## src/rtl/lc_transition_requester.sv

```systemverilog
`default_nettype none
// ============================================================================
// Module      : lc_transition_requester
// Description : Host-side initiator for the lifecycle transition/authentication
//               handshake. Issues the request pulse, answers one challenge with
//               the authentication secret, waits for completion and returns a
//               status response. Each wait phase has a timeout and bounded
//               retries. The secret appears on the bus only in the AUTH cycle.
// Revision    : 1.0 - initial release
// ============================================================================
module lc_transition_requester #(
    parameter int ID_WIDTH       = 256,
    parameter int TIMEOUT_CYCLES = 1024,
    parameter int MAX_RETRIES    = 2
) (
    input  logic                clk,
    input  logic                rst,
    input  logic                host_req_valid,
    output logic                host_req_ready,
    input  logic [ID_WIDTH-1:0] host_transition_id,
    input  logic [ID_WIDTH-1:0] host_auth_id,
    output logic                host_resp_valid,
    input  logic                host_resp_ready,
    output logic                host_resp_success,
    output logic                host_resp_timeout,
    output logic [2:0]          host_resp_state,
    output logic                busy,
    output logic [ID_WIDTH-1:0] lc_transition_id,
    output logic                lc_transition_request_in,
    output logic [ID_WIDTH-1:0] lc_authentication_id,
    output logic                lc_authentication_valid,
    input  logic                lc_authentication_request,
    input  logic                lc_done,
    input  logic                lc_success,
    input  logic [2:0]          lc_state
);

    localparam int c_TW = $clog2(TIMEOUT_CYCLES);
    localparam int c_RW = (MAX_RETRIES > 0) ? $clog2(MAX_RETRIES + 1) : 1;
    localparam logic [c_TW-1:0] c_TIMER_LAST = c_TW'(TIMEOUT_CYCLES - 1);
    localparam logic [c_RW-1:0] c_RETRY_MAX  = c_RW'(MAX_RETRIES);

    typedef enum logic [2:0] {
        S_IDLE      = 3'd0,
        S_REQ       = 3'd1,
        S_WAIT_AUTH = 3'd2,
        S_AUTH      = 3'd3,
        S_WAIT_DONE = 3'd4,
        S_RESP      = 3'd5
    } state_t;

    state_t                r_state;
    logic [c_TW-1:0]       r_timer;
    logic [c_RW-1:0]       r_retry_cnt;
    logic [ID_WIDTH-1:0]   r_tid;
    logic [ID_WIDTH-1:0]   r_aid;
    logic [ID_WIDTH-1:0]   r_auth_id_out;
    logic                  r_req_ready;
    logic                  r_busy;
    logic                  r_req_pulse;
    logic                  r_auth_valid;
    logic                  r_resp_valid;
    logic                  r_resp_success;
    logic                  r_resp_timeout;
    logic [2:0]            r_resp_state;

    logic w_timer_last;
    logic w_retry_ok;

    // Timer expiry and retry budget decode
    assign w_timer_last = (r_timer == c_TIMER_LAST);
    assign w_retry_ok   = (r_retry_cnt < c_RETRY_MAX);

    // Protocol state machine; every output is a flop set on entry to its state
    always_ff @(posedge clk) begin
        if (!rst) begin
            r_state        <= S_IDLE;
            r_timer        <= '0;
            r_retry_cnt    <= '0;
            r_tid          <= '0;
            r_aid          <= '0;
            r_auth_id_out  <= '0;
            r_req_ready    <= 1'b1;
            r_busy         <= 1'b0;
            r_req_pulse    <= 1'b0;
            r_auth_valid   <= 1'b0;
            r_resp_valid   <= 1'b0;
            r_resp_success <= 1'b0;
            r_resp_timeout <= 1'b0;
            r_resp_state   <= 3'd0;
        end else begin
            // One-cycle strobes and the secret default low every cycle
            r_req_pulse   <= 1'b0;
            r_auth_valid  <= 1'b0;
            r_auth_id_out <= '0;
            case (r_state)
                S_IDLE: begin
                    if (host_req_valid) begin
                        r_tid       <= host_transition_id;
                        r_aid       <= host_auth_id;
                        r_retry_cnt <= '0;
                        r_req_pulse <= 1'b1;
                        r_req_ready <= 1'b0;
                        r_busy      <= 1'b1;
                        r_state     <= S_REQ;
                    end
                end
                S_REQ: begin
                    r_timer <= '0;
                    r_state <= S_WAIT_AUTH;
                end
                S_WAIT_AUTH, S_WAIT_DONE: begin
                    if (lc_done) begin
                        // Completion beats a challenge or a timeout in the same cycle
                        r_resp_success <= lc_success;
                        r_resp_timeout <= 1'b0;
                        r_resp_state   <= lc_state;
                        r_resp_valid   <= 1'b1;
                        r_state        <= S_RESP;
                    end else if ((r_state == S_WAIT_AUTH) && lc_authentication_request) begin
                        // Only one challenge is answered per attempt
                        r_auth_valid  <= 1'b1;
                        r_auth_id_out <= r_aid;
                        r_state       <= S_AUTH;
                    end else if (w_timer_last) begin
                        if (w_retry_ok) begin
                            r_retry_cnt <= r_retry_cnt + 1'b1;
                            r_req_pulse <= 1'b1;
                            r_state     <= S_REQ;
                        end else begin
                            r_resp_success <= 1'b0;
                            r_resp_timeout <= 1'b1;
                            r_resp_state   <= 3'd0;
                            r_resp_valid   <= 1'b1;
                            r_state        <= S_RESP;
                        end
                    end else begin
                        r_timer <= r_timer + 1'b1;
                    end
                end
                S_AUTH: begin
                    r_timer <= '0;
                    r_state <= S_WAIT_DONE;
                end
                S_RESP: begin
                    if (host_resp_ready) begin
                        // Scrub the latched IDs once the host has the status
                        r_resp_valid <= 1'b0;
                        r_busy       <= 1'b0;
                        r_req_ready  <= 1'b1;
                        r_tid        <= '0;
                        r_aid        <= '0;
                        r_state      <= S_IDLE;
                    end
                end
                default: begin
                    r_state <= S_IDLE;
                end
            endcase
        end
    end

    assign host_req_ready           = r_req_ready;
    assign busy                     = r_busy;
    assign host_resp_valid          = r_resp_valid;
    assign host_resp_success        = r_resp_success;
    assign host_resp_timeout        = r_resp_timeout;
    assign host_resp_state          = r_resp_state;
    assign lc_transition_id         = r_tid;
    assign lc_transition_request_in = r_req_pulse;
    assign lc_authentication_id     = r_auth_id_out;
    assign lc_authentication_valid  = r_auth_valid;

endmodule
`default_nettype wire

```

## config.mk

```make
export PLATFORM = sky130hd
export DESIGN_NAME = lc_transition_requester
export DESIGN_NICKNAME = d
export VERILOG_FILES = /design/src/rtl/lc_transition_requester.sv
export SDC_FILE = /design/constraint.sdc
export NUM_CORES = 1
export LEC_CHECK = 0
export CORE_AREA = 2 2 412 414
export CTS_CLUSTER_SIZE = 40
export DETAILED_ROUTE_END_ITERATION = 8
export DIE_AREA = 0 0 414 416
export PLACE_DENSITY = 0.41
export SLEW_MARGIN = 40
export SYNTH_ARGS = -nofsm -noshare
export SYNTH_HDL_FRONTEND = slang
export SYNTH_SLANG_ARGS = --single-unit
```

## constraint.sdc

```tcl
create_clock -name clk -period 2.4 [get_ports clk]
set_input_delay 0.48 -clock clk [delete_from_list [all_inputs] [get_ports clk]]
set_output_delay 0.48 -clock clk [all_outputs]
set_load 0.01 [all_outputs]
```

==> results of run 1 <==
==> timing repair <==
item,in CTS,in global routing
resized for setup,30,1
cloned,0,0
pin swaps,0,0
setup endpoints to repair,30,1
==> Yosys cell counts, types with 3 or more instances <==
library cell	number	share of area, %
sky130_fd_sc_hd__and2_1	260	6.2
sky130_fd_sc_hd__inv_1	3	0.043
sky130_fd_sc_hd__a21oi_1	12	0.23
sky130_fd_sc_hd__buf_2	100	1.9
sky130_fd_sc_hd__clkbuf_1	110	1.6
sky130_fd_sc_hd__dfxtp_1	793	61
sky130_fd_sc_hd__and3_1	5	0.12
sky130_fd_sc_hd__nor2_1	4	0.057
sky130_fd_sc_hd__nand4_1	4	0.095
sky130_fd_sc_hd__or4_1	5	0.14
sky130_fd_sc_hd__o21ai_0	6	0.11
sky130_fd_sc_hd__o2bb2ai_1	4	0.13
sky130_fd_sc_hd__o31ai_1	5	0.14
sky130_fd_sc_hd__nor2b_1	516	12
sky130_fd_sc_hd__o211a_1	3	0.11
sky130_fd_sc_hd__a22oi_1	512	15
sky130_fd_sc_hd__nand3_1	4	0.076
sky130_fd_sc_hd__nor3b_1	3	0.086
sky130_fd_sc_hd__nand2b_1	7	0.17
sky130_fd_sc_hd__nand2_1	18	0.26
==> final cells by class <==
cell class | instances | area [µm²] | area share, %
flip-flops and latches | 793 | 15900 | 36.8
diodes | 14 | 35.0 | 0.0813
multi-input cells | 1400 | 9430 | 21.9
clock inverters | 40 | 593 | 1.38
clock buffers | 142 | 2860 | 6.63
repair buffers | 1143 | 11500 | 26.7
well taps | 2218 | 2780 | 6.44
inverters | 3 | 11.3 | 0.0261
==> metal layers <==
layer  wire length (µm)  share of wire, %
met1              47400                37
met2              66300                52
met3              10100               7.8
met4               4320               3.4
met5                509              0.40
==> sequential cells by signal, summed over array words and instances, names as in the netlist, 2 cells and up <==
register              cells
r_timer                  10
host_resp_state           3
lc_authentication_id    256
r_retry_cnt               2
lc_transition_id        256
r_state                   3
r_aid                   256
==> how the worst max path moves through the flow <==
stage                                from                        to  slack (ns)
global route        lc_transition_id[241]     lc_transition_id[241]        0.04
global placement                  lc_done  lc_authentication_id[77]       -0.35
CTS                 lc_transition_id[236]     lc_transition_id[236]       0.005
finish               lc_transition_id[56]      lc_transition_id[56]        0.12
floorplan                         lc_done                r_timer[8]        0.45
detailed placement                lc_done  lc_authentication_id[99]       -0.33
==> cells in the final DEF (no fill, tap or decap), types with 3 or more instances in the layout <==
master and n:
sky130_fd_sc_hd__clkdlybuf4s50_1 1011, sky130_fd_sc_hd__and3_1 5, sky130_fd_sc_hd__a21oi_1 12, sky130_fd_sc_hd__nor2b_1 516, sky130_fd_sc_hd__o2bb2ai_1 4, sky130_fd_sc_hd__dfxtp_1 793
sky130_fd_sc_hd__diode_2 14, sky130_fd_sc_hd__clkbuf_8 26, sky130_fd_sc_hd__inv_1 3, sky130_fd_sc_hd__and2_1 260, sky130_fd_sc_hd__nand2_1 18, sky130_fd_sc_hd__buf_4 72
sky130_fd_sc_hd__or4_1 5, sky130_fd_sc_hd__o21ai_0 6, sky130_fd_sc_hd__o211a_1 3, sky130_fd_sc_hd__nand2b_1 7, sky130_fd_sc_hd__clkinv_16 4, sky130_fd_sc_hd__dlygate4sd2_1 30
sky130_fd_sc_hd__a22oi_1 512, sky130_fd_sc_hd__nand3_1 4, sky130_fd_sc_hd__o31ai_1 5, sky130_fd_sc_hd__buf_12 27, sky130_fd_sc_hd__nor2_1 4, sky130_fd_sc_hd__clkbuf_1 19
sky130_fd_sc_hd__nand4_1 4, sky130_fd_sc_hd__bufinv_16 10, sky130_fd_sc_hd__clkinv_2 18, sky130_fd_sc_hd__clkbuf_16 97
==> cell families after synthesis <==
group                      Yosys count
AOI/OAI and AO/OA                  559
and+or+nand+nor                    838
adders and majority gates            1
DFF                                793
buffers and inverters              213
muxes                                2
==> report_power, final <==
group	total, mW	internal, mW	leakage (nW)	switching, mW
Clock	15.7	9.39	1.69	6.27
Sequential	14.4	14.0	6.47	0.445
Combinational	5.20	2.62	7.48	2.58
==> per-stage QoR <==
step / hold slack [ns] / util [%] / TNS, ns
2_1_floorplan: 0.430 / - / 0
3_3_place_gp: 0.435 / 23.6 / -103.67
3_5_place_dp: 0.440 / 23.6 / -111.36
4_1_cts: 0.0608 / 25.6 / 0
5_1_grt: 0.110 / 25.6 / 0
6_report: 0.150 / 25.6 / 0
==> impl_metrics.yaml, run 1 <==
sta:
  tightest_slew_margin_relative_to_the_limit_pct: 52.5
  finalCriticalPeriod_ns: 2.28
  grt_setup_unrepaired: "false"
  finalWorstSetupSlack_ns: 0.118
  fmax_mhz: 438
  finClkSkew_ns: 0.0437
  final.period_utilization_pct: 95.1
  final-setup-viol-count: 0
  hold_viol_final: 0
  slew_violations: 0
  tightest_slew_ns: 0.713
placement:
  hpwl_um: 98900
  place_congestion: 0.824
  placedCellCount: 5556
  place_worst_setup_slack_ns: -0.327
  detailed_place.area_um2: 39600
  port_buffers: 1043
grt:
  globalRouteMet3Util_pct: 5.72
  groute.usage.overall_pct: 14.4
  grt_busiest_layer: "met2"
  grt_first_pass_wirelength_um: 176000
  maximum_number_of_pins_on_one_net_before_global_route_repair: 202
  first_global_vias: 22100
  groute.layer.met1.usage_pct: 14.8
  grt_overflow: 0
  gr-usage-met2_pct: 26.0
  initial_antenna_violation_count: 60
clock_network:
  clock_pin_slew_of_the_registers_on_the_worst_case_setup_and_hold_paths_ns: 0.06
  worst_skew_pair.late_latency_ns: 0.71
  postCtsSetupRepairBufs: 0
  cts_buffer_depth: 3
  htree_num_levels: 3
  cts_hold_buf: 0
  cts_root_buffer: "sky130_fd_sc_hd__clkbuf_16"
  clock_tree_from_tritoncts: "done"
  total_clock_sinks: 793
  numCtsBuffers: 97
floorplan:
  num_io_pins: 1044
  die_w_um: 414
  num_rows: 151
  floorplan.die_area_um2: 172000
  floorplan.core_area_um2: 168000
  fp.dieH_um: 416
  start_util_pct: 15.6
route:
  route.detailed.drc: 0
  detailedRoute.firstIterationViolations: 1168
  vias_per_cell: 3.79
  num_vias: 21800
  sum_of_routed_wire_length_over_all_layers_um: 129000
  detail-route-antenna-nets: 0
  drt-pass1-iter-count: 5
  drt-wirelength-per-cell_um: 22.3
cells_and_area:
  final_design_area_no_fill_um2: 43100
  final_net_count: 3961
  drive_above_1_share_pct: 7.70
  flow.area_growth_from_synthesis_pct: 64.4
  layout.filler_cells: 18000
  instances_no_fill: 5753
pwr:
  leakage_nw: 15.6
  pwr_density_cell_nw_per_um2: 819
  total_power_mw: 35.3
  ir_worst_vdd_uv: 516
synthesis:
  sequential_fraction_of_the_synthesis_area_pct: 60.6
  ys_async_sr_fraction_pct: 0
  synth_top_family_by_area: "simple AND/OR/NAND/NOR gates"
  syn_nets: 2929
  synth.area.mux_share_pct: 0.0764
  post_synthesis_instance_area_um2: 26200
  yosysWarnings: 0
  synth_seq_cells: 793
  synthXorXnorAreaFrac_pct: 0
  dominantRegCellSynth: "sky130_fd_sc_hd__dfxtp_1"
  fraction_of_the_mapped_netlist_area_in_adder_cells_pct: 0.0477
  post_synth_num_cell_types: 42
  synth_compound_gate_area_share_pct: 15.9
  synthSimpleGateAreaFrac_pct: 19.9
  syn-instance-count: 2406
  synth-edff-count: 0
  per_instance_average_area_after_synthesis_um2: 10.9
critical_path:
  worst_path_max_delay_cell: "sky130_fd_sc_hd__clkdlybuf4s50_1"
  path_cells: "clkdlybuf4s50_1"
  start_kind: "flip-flop"
  critical_path_class: "flip-flop to output pin"
  cp_endpoint_kind: "output pin"
  worst-path-max-fanout: 2
  critical_path_cell_count: 1
  worst-r2r-setup-slack_ns: 0.30
  timing.critical_path.arrival_ns: 1.80
  required_time_at_the_worst_slack_endpoint_ns: 1.92
  cp.buffers_inverters: 1
  rr_endpoint: "lc_transition_id[160]"
  max_stage_delay_ns: 0.73
  r2r_cells: 7
  worst_r2r_startpoint: "r_state[1]"
  critPathTopFamily: "buffers and inverters"
worst_hold_path:
  hold_path.class: "input port to flip-flop"
  timing.hold.worst_path_depth: 2
  min_to: "r_aid[31]"
  hold_path.startpoint: "rst"
status:
  outcome: "finished clean"
job:
  max_cap_violations: 0
Note: power is estimated with default switching activity, not from simulation.
==> run 2, diff against run 1 <==
- CORE_AREA: 2 2 412 414 -> 2 2 402 404
- CTS_BUF_LIST: unset -> sky130_fd_sc_hd__clkbuf_8
- DIE_AREA: 0 0 414 416 -> 0 0 404 406
- PLACE_DENSITY: 0.41 -> 0.42
==> impl_metrics.yaml, run 2 (synthesis gave the netlist of run 1 again) <==
status:
  outcome: "finished clean"
critical_path:
  start_kind: "flip-flop"
  r2r_cells: 6
  crit_path_end: "lc_authentication_id[49]"
  required_time_at_the_worst_slack_endpoint_ns: 1.92
  rr_endpoint: "r_aid[30]"
  timing.critical_path.from: "lc_authentication_id[49]"
  worst-r2r-setup-slack_ns: 0.29
  cp.buffers_inverters: 1
  worst-path-max-fanout: 1
  max_stage_delay_ns: 0.59
  critical_path_cell_count: 1
  timing.critical_path.arrival_ns: 1.82
  worst_path_max_delay_cell: "sky130_fd_sc_hd__clkdlybuf4s50_1"
  path_cells: "clkdlybuf4s50_1"
  cp_endpoint_kind: "output pin"
  critPathTopFamily: "buffers and inverters"
  worst_r2r_startpoint: "r_state[2]"
  critical_path_class: "flip-flop to output pin"
clock_network:
  clock_tree_from_tritoncts: "done"
  worst_skew_pair.late_latency_ns: 0.87
  total_clock_sinks: 793
  cts_buffer_depth: 3
  htree_num_levels: 4
  clock_pin_slew_of_the_registers_on_the_worst_case_setup_and_hold_paths_ns: 0.05
  cts_root_buffer: "sky130_fd_sc_hd__clkbuf_8"
  numCtsBuffers: 153
route:
  num_vias: 22100
  sum_of_routed_wire_length_over_all_layers_um: 124000
  drt-wirelength-per-cell_um: 21.8
  drt-pass1-iter-count: 5
  detailedRoute.firstIterationViolations: 1144
  vias_per_cell: 3.87
  detail-route-antenna-nets: 0
  route.detailed.drc: 0
placement:
  detailed_place.area_um2: 39500
  place_congestion: 0.804
  hpwl_um: 95400
  place_worst_setup_slack_ns: -0.247
  port_buffers: 1043
cells_and_area:
  final_design_area_no_fill_um2: 42400
  most-common-layout-cells: "sky130_fd_sc_hd__clkdlybuf4s50_1, sky130_fd_sc_hd__dfxtp_1, sky130_fd_sc_hd__nor2b_1"
  regArea_um2: 15900
  area_taken_by_multi_input_logic_gates_um2: 9430
  drive_above_1_share_pct: 9.06
  final_net_count: 4017
  layout_commonest_cell: "sky130_fd_sc_hd__clkdlybuf4s50_1"
  layout.filler_cells: 17100
  flow.area_growth_from_synthesis_pct: 61.8
sta:
  slew_violations: 0
  finalCriticalPeriod_ns: 2.30
  hold_viol_final: 0
  tightest_slew_ns: 0.546
  hold_slack_ns: 0.205
  finalWorstSetupSlack_ns: 0.104
  setup_tns_ns: 0
  final-setup-viol-count: 0
  finClkSkew_ns: 0.0374
  grt_setup_unrepaired: "false"
  tightest_slew_margin_relative_to_the_limit_pct: 63.7
  final.period_utilization_pct: 95.7
  fmax_mhz: 436
grt:
  groute.usage.overall_pct: 14.5
  grt_first_pass_wirelength_um: 170000
  first_global_vias: 22200
  maximum_number_of_pins_on_one_net_before_global_route_repair: 88
  grt_overflow: 0
  initial_antenna_violation_count: 63
floorplan:
  fp.dieH_um: 406
  num_io_pins: 1044
  start_util_pct: 16.4
  floorplan.die_area_um2: 164000
  floorplan.core_area_um2: 160000
  die_w_um: 404
  num_rows: 147
worst_hold_path:
  hold_path.class: "input port to flip-flop"
pwr:
  ir_worst_vdd_uv: 482
  pwr_density_cell_nw_per_um2: 782
  leakage_nw: 16.3
job:
  max_cap_violations: 0
[run 2: cell count changes in the layout (fill, tap and decap cells not counted), moves of 10 or more]
cell and change:
sky130_fd_sc_hd__clkbuf_8 +158, sky130_fd_sc_hd__clkdlybuf4s50_1 -136, sky130_fd_sc_hd__dlygate4sd2_1 +131, sky130_fd_sc_hd__clkbuf_16 -97, sky130_fd_sc_hd__inv_1 +63, sky130_fd_sc_hd__clkbuf_1 -19
sky130_fd_sc_hd__clkinv_2 -13, sky130_fd_sc_hd__dfxtp_1 -10, sky130_fd_sc_hd__dfxtp_2 +10
[run 2: how the worst min path moves through the flow]
stage,slack [ns],end,start,cells past startpoint
CTS,0.07,host_resp_state[0],lc_state[0],2
global route,0.11,host_resp_state[1],lc_state[1],2
finish,0.21,host_resp_state[0],lc_state[0],2
floorplan,0.43,lc_authentication_id[0],r_aid[0],1
global placement,0.43,lc_authentication_id[3],r_aid[3],1
detailed placement,0.44,lc_authentication_id[103],r_aid[103],1
[run 2: cell type report]
type                    instances  area share [%]
flip-flops and latches        793            37.5
clock buffers                 184            5.97
multi-input cells            1400            22.2
inverters                       3          0.0265
repair buffers               1143            26.7
well taps                    2086            6.15
clock inverters                86            1.33
diodes                         18           0.106
[run 2: report_power, final]
part	internal, mW	switching [mW]
combinational	2.45	2.59
clock	7.58	6.11
sequential	14.0	0.453
total	24.0	9.15
[run 2: repair_timing]
| item | 4_1_cts | 5_1_grt |
|---|---|---|
| resized for setup | 183 | 0 |
| setup buffers | 0 | 0 |
| hold endpoints to repair | 27 | 0 |
| hold buffers | 1 | 0 |
| setup endpoints to repair | 166 | 0 |
[run 2: metrics by stage]
stage / util [%] / power (mW) / instances
6_report: 26.6 / 33.2 / 5713
4_1_cts: 26.5 / 33.9 / 5695
2_1_floorplan: - / 16.9 / 2406
3_3_place_gp: 24.7 / 20.0 / 5424
5_1_grt: 26.6 / 34.9 / 5703
3_5_place_dp: 24.7 / 20.0 / 5424
[run 2: layer usage]
layer / vias to the layer above / wire length [µm] / global-route usage [%]
met2: 825 / 61400 / 25.0
met5: - / 416 / 0
li1: 10600 / - / -
met4: 66 / 3650 / 5.13
met3: 228 / 11700 / 6.50
met1: 10400 / 47300 / 15.7
